==> config.mk <==
export PLATFORM = sky130hd
export DESIGN_NAME = measure_expectation_2qb_flat
export DESIGN_NICKNAME = d
export VERILOG_FILES = /design/src/rtl/measure_expectation_2qb_pkg.sv /design/src/rtl/measure_expectation_2qb_if.sv /design/src/rtl/measure_expectation_2qb_fx_square.sv /design/src/rtl/measure_expectation_2qb.sv /design/src/flat_wrapper.sv
export SDC_FILE = /design/constraint.sdc
export NUM_CORES = 1
export LEC_CHECK = 0
export BUFFER_PORTS_ARGS = -buffer_cell sky130_fd_sc_hd__buf_2
export CAP_MARGIN = 20
export CORE_MARGIN = 2
export CORE_UTILIZATION = 37
export CTS_CLUSTER_SIZE = 12
export DETAILED_ROUTE_END_ITERATION = 10
export SYNTH_ARGS = -nofsm -noshare
export SYNTH_HDL_FRONTEND = slang
export SYNTH_SLANG_ARGS = --single-unit
==> constraint.sdc <==
create_clock -name clk -period 18.37 [get_ports clk]
set_input_delay 1.837 -clock clk [delete_from_list [all_inputs] [get_ports clk]]
set_output_delay 1.837 -clock clk [all_outputs]
set_load 0.03 [all_outputs]
==> src/rtl/measure_expectation_2qb_pkg.sv <==
// Shared constants, FSM state type and clamp helpers for the 2-qubit readout stage.
// Pure definitions: no logic, no latency, no flow control.
package qvc_pkg;

    localparam int FRAC      = 14;
    localparam int ONE       = 1 << FRAC;
    localparam int NUM_AMP   = 4;
    localparam int NUM_WORDS = 8;

    typedef enum logic [1:0] {
        IDLE = 2'd0,
        SQR  = 2'd1,
        FIN  = 2'd2
    } meas_state_t;

    // Clamp to [0, 2^(n-1)-1]
    function automatic int sat_u(input int v, input int n);
        int hi;
        hi = (1 << (n - 1)) - 1;
        if (v < 0)
            return 0;
        else if (v > hi)
            return hi;
        else
            return v;
    endfunction

    // Clamp to [-2^(n-1), 2^(n-1)-1]
    function automatic int sat_s(input int v, input int n);
        int hi;
        int lo;
        hi = (1 << (n - 1)) - 1;
        lo = -(1 << (n - 1));
        if (v < lo)
            return lo;
        else if (v > hi)
            return hi;
        else
            return v;
    endfunction

endpackage

==> src/rtl/measure_expectation_2qb_if.sv <==
// Start/state-vector request and observable results of the readout stage.
// Plain start/busy/done handshake; no queueing, start is dropped while busy.
interface measure_expectation_2qb_if #(
    parameter int N = 16
);
    logic                start;
    logic signed [N-1:0] psi_in [0:7];
    logic                busy;
    logic                done;
    logic        [N-1:0] prob [0:3];
    logic signed [N-1:0] expz0;
    logic signed [N-1:0] expz1;
    logic        [N-1:0] norm;

    modport master (
        output start, psi_in,
        input  busy, done, prob, expz0, expz1, norm
    );

    modport slave (
        input  start, psi_in,
        output busy, done, prob, expz0, expz1, norm
    );
endinterface

==> src/rtl/measure_expectation_2qb_fx_square.sv <==
// Combinational signed fixed-point square, truncated by >>> FRAC to 2N-FRAC bits.
// Zero latency; no flow control.
module fx_square #(
    parameter int N    = 16,
    parameter int FRAC = 14
) (
    input  logic signed [N-1:0]        w,
    output logic signed [2*N-FRAC-1:0] sq
);
    logic signed [2*N-1:0] prod;

    assign prod = w * w;
    assign sq   = prod[2*N-1:FRAC];
endmodule

==> src/rtl/measure_expectation_2qb.sv <==
// Readout stage: squares the captured state vector one word per cycle, then forms p_k, <Z0>, <Z1>, norm.
// Latency start->done 9 cycles; start ignored while busy, results held until the next completion.
module measure_expectation_2qb
    import qvc_pkg::*;
#(
    parameter int N    = 16,
    parameter int FRAC = qvc_pkg::FRAC
) (
    input  logic                     clk,
    input  logic                     rst,
    measure_expectation_2qb_if.slave io
);
    localparam int SQ_W  = 2 * N - FRAC;
    localparam int ACC_W = SQ_W + 2;
    localparam int EXP_W = ACC_W + 2;

    meas_state_t             state, state_nxt;
    logic [2:0]              idx;
    logic signed [N-1:0]     psi_q [0:NUM_WORDS-1];
    logic signed [ACC_W-1:0] acc   [0:NUM_AMP-1];
    logic signed [SQ_W-1:0]  sq;
    logic signed [EXP_W-1:0] ez0, ez1, nrm;

    fx_square #(.N(N), .FRAC(FRAC)) u_sq (
        .w  (psi_q[idx]),
        .sq (sq)
    );

    always_ff @(posedge clk) begin
        if (rst)
            state <= IDLE;
        else
            state <= state_nxt;
    end

    always_comb begin
        state_nxt = state;
        case (state)
            IDLE:    if (io.start) state_nxt = SQR;
            SQR:     if (idx == 3'd7) state_nxt = FIN;
            FIN:     state_nxt = IDLE;
            default: state_nxt = IDLE;
        endcase
    end

    assign io.busy = (state != IDLE);

    // Observables from the full-width sums so clamping happens only once, at the end
    always_comb begin
        ez0 = EXP_W'(acc[0]) + EXP_W'(acc[1]) - EXP_W'(acc[2]) - EXP_W'(acc[3]);
        ez1 = EXP_W'(acc[0]) - EXP_W'(acc[1]) + EXP_W'(acc[2]) - EXP_W'(acc[3]);
        nrm = EXP_W'(acc[0]) + EXP_W'(acc[1]) + EXP_W'(acc[2]) + EXP_W'(acc[3]);
    end

    always_ff @(posedge clk) begin
        if (rst) begin
            idx      <= '0;
            io.done  <= 1'b0;
            io.expz0 <= '0;
            io.expz1 <= '0;
            io.norm  <= '0;
            for (int k = 0; k < NUM_WORDS; k++) psi_q[k] <= '0;
            for (int k = 0; k < NUM_AMP; k++) begin
                acc[k]     <= '0;
                io.prob[k] <= '0;
            end
        end else begin
            io.done <= 1'b0;
            case (state)
                IDLE: begin
                    if (io.start) begin
                        idx <= '0;
                        for (int k = 0; k < NUM_WORDS; k++) psi_q[k] <= io.psi_in[k];
                        for (int k = 0; k < NUM_AMP; k++) acc[k] <= '0;
                    end
                end
                SQR: begin
                    acc[idx[2:1]] <= acc[idx[2:1]] + ACC_W'(sq);
                    idx           <= idx + 3'd1;
                end
                FIN: begin
                    for (int k = 0; k < NUM_AMP; k++)
                        io.prob[k] <= N'(sat_u(int'(acc[k]), N));
                    io.expz0 <= N'(sat_s(int'(ez0), N));
                    io.expz1 <= N'(sat_s(int'(ez1), N));
                    io.norm  <= N'(sat_u(int'(nrm), N));
                    io.done  <= 1'b1;
                end
                default: ;
            endcase
        end
    end
endmodule

==> src/flat_wrapper.sv <==
// flat-port wrapper written by rule: the top's interface ports become plain ports
module measure_expectation_2qb_flat import qvc_pkg::*;
#(
    parameter int N    = 16,
    parameter int FRAC = qvc_pkg::FRAC
)
  (clk, rst, io_start, io_psi_in, io_busy, io_done, io_prob, io_expz0, io_expz1, io_norm);
  measure_expectation_2qb_if #(.N(N)) io_i ();
  input  logic clk;
  input  logic rst;
  input wire logic [$bits(io_i.start)-1:0] io_start;
  input wire logic [$bits(io_i.psi_in)-1:0] io_psi_in;
  output wire logic [$bits(io_i.busy)-1:0] io_busy;
  output wire logic [$bits(io_i.done)-1:0] io_done;
  output wire logic [$bits(io_i.prob)-1:0] io_prob;
  output wire logic [$bits(io_i.expz0)-1:0] io_expz0;
  output wire logic [$bits(io_i.expz1)-1:0] io_expz1;
  output wire logic [$bits(io_i.norm)-1:0] io_norm;
  assign io_i.start = io_start;
  assign io_i.psi_in = {>>{io_psi_in}};
  assign io_busy = io_i.busy;
  assign io_done = io_i.done;
  assign io_prob = {>>{io_i.prob}};
  assign io_expz0 = io_i.expz0;
  assign io_expz1 = io_i.expz1;
  assign io_norm = io_i.norm;
  measure_expectation_2qb #(.N(N), .FRAC(FRAC)) u_core (.clk(clk), .rst(rst), .io(io_i));
endmodule
==> out/results.txt, run 1 <==
run status: finished, final reports clean
slew margin rel.: 30.46%
Skew-Pair Late Insertion Delay: 0.57 ns
worst hold margin: 0.4455 ns
post-DP HPWL: 60,490 um
1st-iter DRT viols: 1,844
clock transition at the registers of the reported paths: 0.06 ns
most frequent standard cell in the layout excluding fill and tap cells: sky130_fd_sc_hd__inv_1
transition time at the pin with the least slew margin: 1.041 ns
layout net count: 3,680
main area contributors after synthesis: sky130_fd_sc_hd__fa_1, sky130_fd_sc_hd__edfxtp_1, sky130_fd_sc_hd__dfxtp_1
unrepaired setup endpoints after global routing: false
worst setup path class: reg2reg
I/O pin total: 245
post-synthesis cell type count: 74
worst-path cell with the longest stage delay: sky130_fd_sc_hd__dfxtp_2
Top delay family on crit path: adder cells
clock tree root buffer cell: sky130_fd_sc_hd__clkbuf_16
Final setup viols: 0
total of cells resized after clock tree synthesis: 0
most frequently used flop master after synthesis: sky130_fd_sc_hd__edfxtp_1
per-cell via count in the routed design: 5.066
sink count of the clock tree: 329
Initial Utilization: 37.43%
count of endpoints failing hold in the final timing report: 0
Wirelength per Cell: 18.71 um
kind of launch point of the worst setup path: flop
count of final max-slew check failures: 0
Total Neg Setup Slack: 0 ns
area share of the largest cell type after synthesis: 22.57%
synth warn: 0
synthesized cell area: 28,480 um2
CTS buffer count: 39
core area: 76,080 um2
TritonCTS clock tree: yes
DIE WIDTH: 281.4 um
timing-limited maximum frequency: 92.59 MHz
async set-reset flop share out of synthesis: 0%
final clock period utilization by the worst path: 58.79%
combined buffer and inverter count along the critical path: 4
Post-CTS Setup Repair Bufs: 0
mean instance size in the synthesized netlist: 10.09 um2
Final Util: 42.30%
H-tree level count: 2
antenna violations before repair: 0
1st-pass router iterations: 8
final clock skew: 0.03832 ns
layout cell share with drive strength beyond 1: 13.52%
all-layer global routing usage: 19.74%
part of the Yosys area used for sequential elements: 30.44%
Hold-fix buffers, CTS: 0
Congestion Overflow GR: 0
Area Overhead vs Synth: 13.00%
Row Count: 101
CP Data Arrival Time: 11.07 ns
Required @ worst endpoint: 18.64 ns
max-cap check violation count: 0
EDFF count, synth: 208
number of global-route vias before repair: 21,324
Placer Congestion: 0.8771
Hold/Removal Path Class: reg2reg
Post-route DRC: 0
number of fillers in the final layout: 7,462
ant diodes: 0
synthesized netlist cell count: 2,823
highest-count cells in the layout ignoring fill and taps: sky130_fd_sc_hd__inv_1, sky130_fd_sc_hd__fa_1, sky130_fd_sc_hd__nor2_1
number of flip-flops and latches in the synthesized netlist: 329
cell seen most often among critical-path stages: sky130_fd_sc_hd__fa_1
Antenna Violating Nets Remaining: 0
top cell type by total area after synthesis: sky130_fd_sc_hd__fa_1
maximum number of pins on one net before global-route repair: 97
post-route minimum period: 10.80 ns
type of destination of the critical path: flop
slowest stage delay, CP: 0.78 ns
DIE HEIGHT: 281.4 um
critical path peak fanout: 27
# port buffers: 244
DRT Wirelength: 76,700 um
buffer depth of the longest clock path: 3
total die area: 79,200 um2
first-pass GRT wire length: 121,000 um
synthesized netlist net count: 3,463
Vias: 20,766
-- cell families (layout without fill, tap and decap cells) --
family / after synthesis / in the layout / share of synthesized area (%)
simple gates: 768 / 768 / 12.64
buf+inv: 592 / 838 / 7.830
fa+ha+maj: 509 / 509 / 30.83
compound gates: 443 / 443 / 9.991
flops: 329 / 329 / 30.44
xor+xnor: 111 / 111 / 3.414
mux: 71 / 71 / 4.859
-- worst register-to-register path, delay by kind of cell (launching register included) --
kind,cells,cell delay (ns)
adders and majority gates,8,3.51
AOI/OAI and AO/OA,13,3.11
buffers and inverters,4,1.02
muxes,2,0.79
DFF,1,0.78
and+or+nand+nor,7,0.72
xor gates and xnor gates,3,0.58
-- state kept, by name (all words and copies together) (netlist names), named ones only --
name             count
u_core.idx           3
u_core.acc          80
u_core.io.expz0     16
u_core.io.expz1     16
u_core.state         2
u_core.io.done       1
u_core.psi_q       128
u_core.io.prob      64
u_core.io.norm      16
-- metal layers --
layer  up-vias  share of wire, %  track usage, %
met5         -                 0               0
met4         0               2.4           5.142
met3        93               6.7           3.149
met2       633                47           32.01
met1     10272                44           27.53
li1       9768                 -               -
-- per-stage QoR --
| step | setup slack [ns] | cells | area [um2] |
|---|---|---|---|
| floorplan | 8.254 | 2823 | 28480 |
| finish | 7.570 | 4099 | 32180 |
| CTS | 7.478 | 4096 | 32120 |
| global placement | 7.708 | 4026 | 30850 |
| global route | 6.634 | 4099 | 32180 |
| detailed placement | 7.551 | 4026 | 30850 |
-- synth_stat cells (30+ instances only) --
cell and instances:
sky130_fd_sc_hd__inv_1 489, sky130_fd_sc_hd__fa_1 321, sky130_fd_sc_hd__nor2_1 249, sky130_fd_sc_hd__edfxtp_1 208, sky130_fd_sc_hd__nand2_1 205, sky130_fd_sc_hd__ha_1 188
sky130_fd_sc_hd__a21oi_1 167, sky130_fd_sc_hd__dfxtp_1 121, sky130_fd_sc_hd__and2_1 113, sky130_fd_sc_hd__clkbuf_1 82, sky130_fd_sc_hd__xnor2_1 64, sky130_fd_sc_hd__nor3_1 63
sky130_fd_sc_hd__o21ai_0 54, sky130_fd_sc_hd__mux4_2 52, sky130_fd_sc_hd__o211ai_1 50, sky130_fd_sc_hd__xor2_1 47, sky130_fd_sc_hd__nor2b_1 46, sky130_fd_sc_hd__a21o_1 30
-- path summary, 6_finish.rpt --
check / start / end / slack (ns) / cells after the start
worst max-delay path: flop / u_core.acc[0][17]$_SDFFCE_PN0P_ / 7.57 / 37
worst min-delay path: u_core.io.prob[34]$_SDFFE_PP0P_ / u_core.io.prob[34]$_SDFFE_PP0P_ / 0.45 / 2
worst max register to register: flop / u_core.acc[0][17]$_SDFFCE_PN0P_ / 7.57 / 37
worst min register to register: u_core.io.prob[34]$_SDFFE_PP0P_ / u_core.io.prob[34]$_SDFFE_PP0P_ / 0.45 / 2
-- final cells by class --
type	count	area [um2]	share of cell area (%)
Sequential cell	329	8672	26.95
Clock buffer	59	1154	3.585
Clock inverter	11	115.1	0.3577
Inverter	495	1861	5.782
Timing Repair Buffer	273	1481	4.604
Tap cell	1030	1289	4.005
Multi-Input combinational cell	1902	17610	54.72
Power of run 1 is left out: the tool's default activity adds up to more than one toggle a clock period on the data nets, which glitch-free logic cannot reach.
==> run 2, diff against run 1 <==
- ABC_AREA: not set -> 1
- clock period: 18.37 -> 9.9 ns (I/O delays scaled with it)
==> run 2 against run 1 <==
Effect of this change:
- wire length grew 11%
- register-to-register slack got worse by 6.9 ns
- clock skew is 0.0024 ns lower
- maximum frequency up 17%
- critical endpoint is now u_core.acc[1][19]$_SDFFCE_PN0P_
==> out/results.txt, run 2 <==
biggest registers after layout: u_core.psi_q x128, u_core.acc x80, u_core.io.prob x64
type of destination of the critical path: flop
most frequently used flop master after synthesis: sky130_fd_sc_hd__edfxtp_1
final clock skew: 0.03589 ns (-0.002430 ns)
Finished Cell Area: 33,400 um2 (+3.8%)
DIE HEIGHT: 286.4 um (+1.8%)
most used standard cells in the synthesized netlist: sky130_fd_sc_hd__inv_1, sky130_fd_sc_hd__nand2_1, sky130_fd_sc_hd__nor2_1
Placer Congestion: 0.9580 (+9.2%)
part of the Yosys area used for sequential elements: 29.38% (-1.1 points)
count of final max-slew check failures: 0 (unchanged)
max-cap check violation count: 0 (unchanged)
Congestion Overflow GR: 0 (unchanged)
Hold-fix buffers, CTS: 0 (unchanged)
EDFF count, synth: 208 (unchanged)
post-synthesis adder-cell area fraction: 29.75% (-1.1 points)
Wirelength per Cell: 17.64 um (-5.7%)
TritonCTS clock tree: yes
# port buffers: 244 (unchanged)
Reg with most FFs: u_core.psi_q
layout cell share with drive strength beyond 1: 10.51% (-3.0 points)
highest-count cells in the layout ignoring fill and taps: sky130_fd_sc_hd__inv_1, sky130_fd_sc_hd__nand2_1, sky130_fd_sc_hd__nor2_1
worst hold margin: 0.4377 ns (-0.007839 ns)
DIE WIDTH: 286.4 um (+1.8%)
simple logic cell fraction of the synthesized area: 14.88% (+2.2 points)
number of global-route vias before repair: 24,093 (+13%)
buffer depth of the longest clock path: 3 (unchanged)
count of endpoints failing hold in the final timing report: 0 (unchanged)
sink count of the clock tree: 329 (unchanged)
kind of launch point of the worst setup path: flop
compound-gate portion of the synthesized area: 11.37% (+1.4 points)
unrepaired setup endpoints after global routing: false
Initial Utilization: 37.35% (-0.080 points)
run status: finished, final reports clean
synthesized cell area: 29,510 um2 (+3.6%)
Post-Synth XOR/XNOR Area: 3.502% (+0.088 points)
Total Neg Setup Slack: 0 ns (unchanged)
area share of the largest cell type after synthesis: 21.78% (-0.79 points)
placed cell areas: 31,970 um2 (+3.7%)
most frequent standard cell in the layout excluding fill and tap cells: sky130_fd_sc_hd__inv_1
1st-pass router iterations: 5 (-3)
post-DP HPWL: 69,310 um (+15%)
H-tree level count: 2 (unchanged)
main area contributors after synthesis: sky130_fd_sc_hd__fa_1, sky130_fd_sc_hd__edfxtp_1, sky130_fd_sc_hd__inv_1
core area: 79,000 um2 (+3.8%)
CP Data Arrival Time: 9.50 ns (-1.57 ns)
total die area: 82,030 um2 (+3.6%)
first-pass GRT wire length: 133,600 um (+10%)
I/O pin total: 245 (unchanged)
clock transition at the registers of the reported paths: 0.06 ns (about the same)
ant diodes: 0 (unchanged)
worst-path cell with the longest stage delay: sky130_fd_sc_hd__fa_1
Vias: 23,594 (+14%)
maximum number of pins on one net before global-route repair: 93 (-4.1%)
Post-route DRC: 0 (unchanged)
transition time at the pin with the least slew margin: 1.094 ns (+0.05311 ns)
slew margin rel.: 26.91% (-3.5 points)
layout net count: 4,389 (+19%)
Final setup viols: 0 (unchanged)
synth warn: 0 (unchanged)
mux contribution to synthesized area: 0% (-4.9 points)
Hold/Removal Path Class: reg2reg
timing-limited maximum frequency: 108.7 MHz (+17%)
Area Overhead vs Synth: 13.19%
1st-iter DRT viols: 1,608 (-13%)
post-route minimum period: 9.203 ns (-1.597 ns)
max reg flops: 128 (unchanged)
final clock period utilization by the worst path: 92.96% (+34 points)
dominant combinational cell family by area after synthesis: adder cells
synthesized netlist net count: 4,168 (+20%)
top cell type by total area after synthesis: sky130_fd_sc_hd__fa_1
Antenna Violating Nets Remaining: 0 (unchanged)
number of standard cells in the final layout excluding fillers: 4,826 (+18%)
most numerous cell in the Yosys netlist: sky130_fd_sc_hd__inv_1
slowest stage delay, CP: 0.54 ns (-0.24 ns)
Required @ worst endpoint: 10.20 ns (-8.44 ns)
number of flip-flops and latches in the synthesized netlist: 329 (unchanged)
antenna violations before repair: 1 (+1)
Skew-Pair Late Insertion Delay: 0.58 ns (about the same)
Row Count: 103 (+2.0%)
count of placed standard cells including taps: 4,753 (+18%)
post-synthesis cell type count: 56 (-24%)
critical path peak fanout: 31 (+15%)
clock tree root buffer cell: sky130_fd_sc_hd__clkbuf_16
synthesized netlist cell count: 3,528 (+25%)
worst setup path class: reg2reg
CTS buffer count: 40 (+2.6%)
async set-reset flop share out of synthesis: 0% (unchanged)
per-cell via count in the routed design: 4.889 (-3.5%)
mean instance size in the synthesized netlist: 8.364 um2 (-17%)
all-layer global routing usage: 20.79% (+1.0 points)
DRT Wirelength: 85,140 um (+11%)
-- run 2: cell types whose count changed in the layout (fill, tap and decap cells not counted), sizes merged, moves of 16 or more --
cell    change
a21oi      +98
and2      -113
inv       +248
mux4       -52
nand2     +323
nand2b     -20
nand3      +40
nor2      +211
nor2b      -46
nor3       -44
o211ai     -46
o21ai     +199
xor2       +16
-- run 2: kinds of logic after synthesis --
| family | after synthesis |
|---|---|
| and+or+nand+nor | 1101 |
| buffers and inverters | 856 |
| AOI/OAI and AO/OA | 615 |
| adders and majority gates | 509 |
| DFF | 329 |
| xor gates and xnor gates | 118 |
-- run 2: area by class of cell --
cell class | count | area, um2
repair buffers | 287 | 1674
multi-input cells | 2343 | 17580
inverters | 748 | 2826
fillers | 7977 | 45600
clock buffers | 55 | 1172
well taps | 1050 | 1314
flip-flops and latches | 329 | 8671
clock inverters | 14 | 167.7
-- run 2: worst paths after layout --
check	startpoint	endpoint	slack (ns)	cells past startpoint
worst max register to register	flop	u_core.acc[1][19]$_SDFFCE_PN0P_	0.70	41
worst min-delay path	u_core.io.norm[15]$_SDFFE_PP0P_	u_core.io.norm[15]$_SDFFE_PP0P_	0.44	2
worst min register to register	u_core.io.norm[15]$_SDFFE_PP0P_	u_core.io.norm[15]$_SDFFE_PP0P_	0.44	2
worst max-delay path	flop	u_core.acc[1][19]$_SDFFCE_PN0P_	0.70	41
-- run 2: repair_timing --
item	in CTS	in global routing
gates resized for setup	0	14
endpoints found under the hold margin	0	0
setup endpoints to repair	0	20
buffers inserted	0	1
-- run 2: critical path, delay by kind of cell, from the launching register on --
family          cells  cell delay [ns]
compound gates     11             2.21
xor+xnor            1             0.15
fa+ha+maj           8             3.79
buf+inv            11             1.48
flops               1             0.35
simple gates       10             0.90
-- run 2: metrics by stage --
stage / setup slack (ns) / utilization (%)
floorplan: 1.472 / -
global placement: 0.4869 / 40.35
detailed placement: 0.2855 / 40.47
CTS: 0.2604 / 42.17
global route: 0.07523 / 42.28
finish: 0.6969 / 42.28
-- run 2: layer usage --
metal	wire, um	track usage [%]	vias to the layer above
li1	-	-	11474
met1	38020	28.11	11294
met2	40200	35.10	710
met3	4830	2.615	116
met4	2096	5.681	0
met5	0	0	-
Power of run 2 is left out for the same reason.
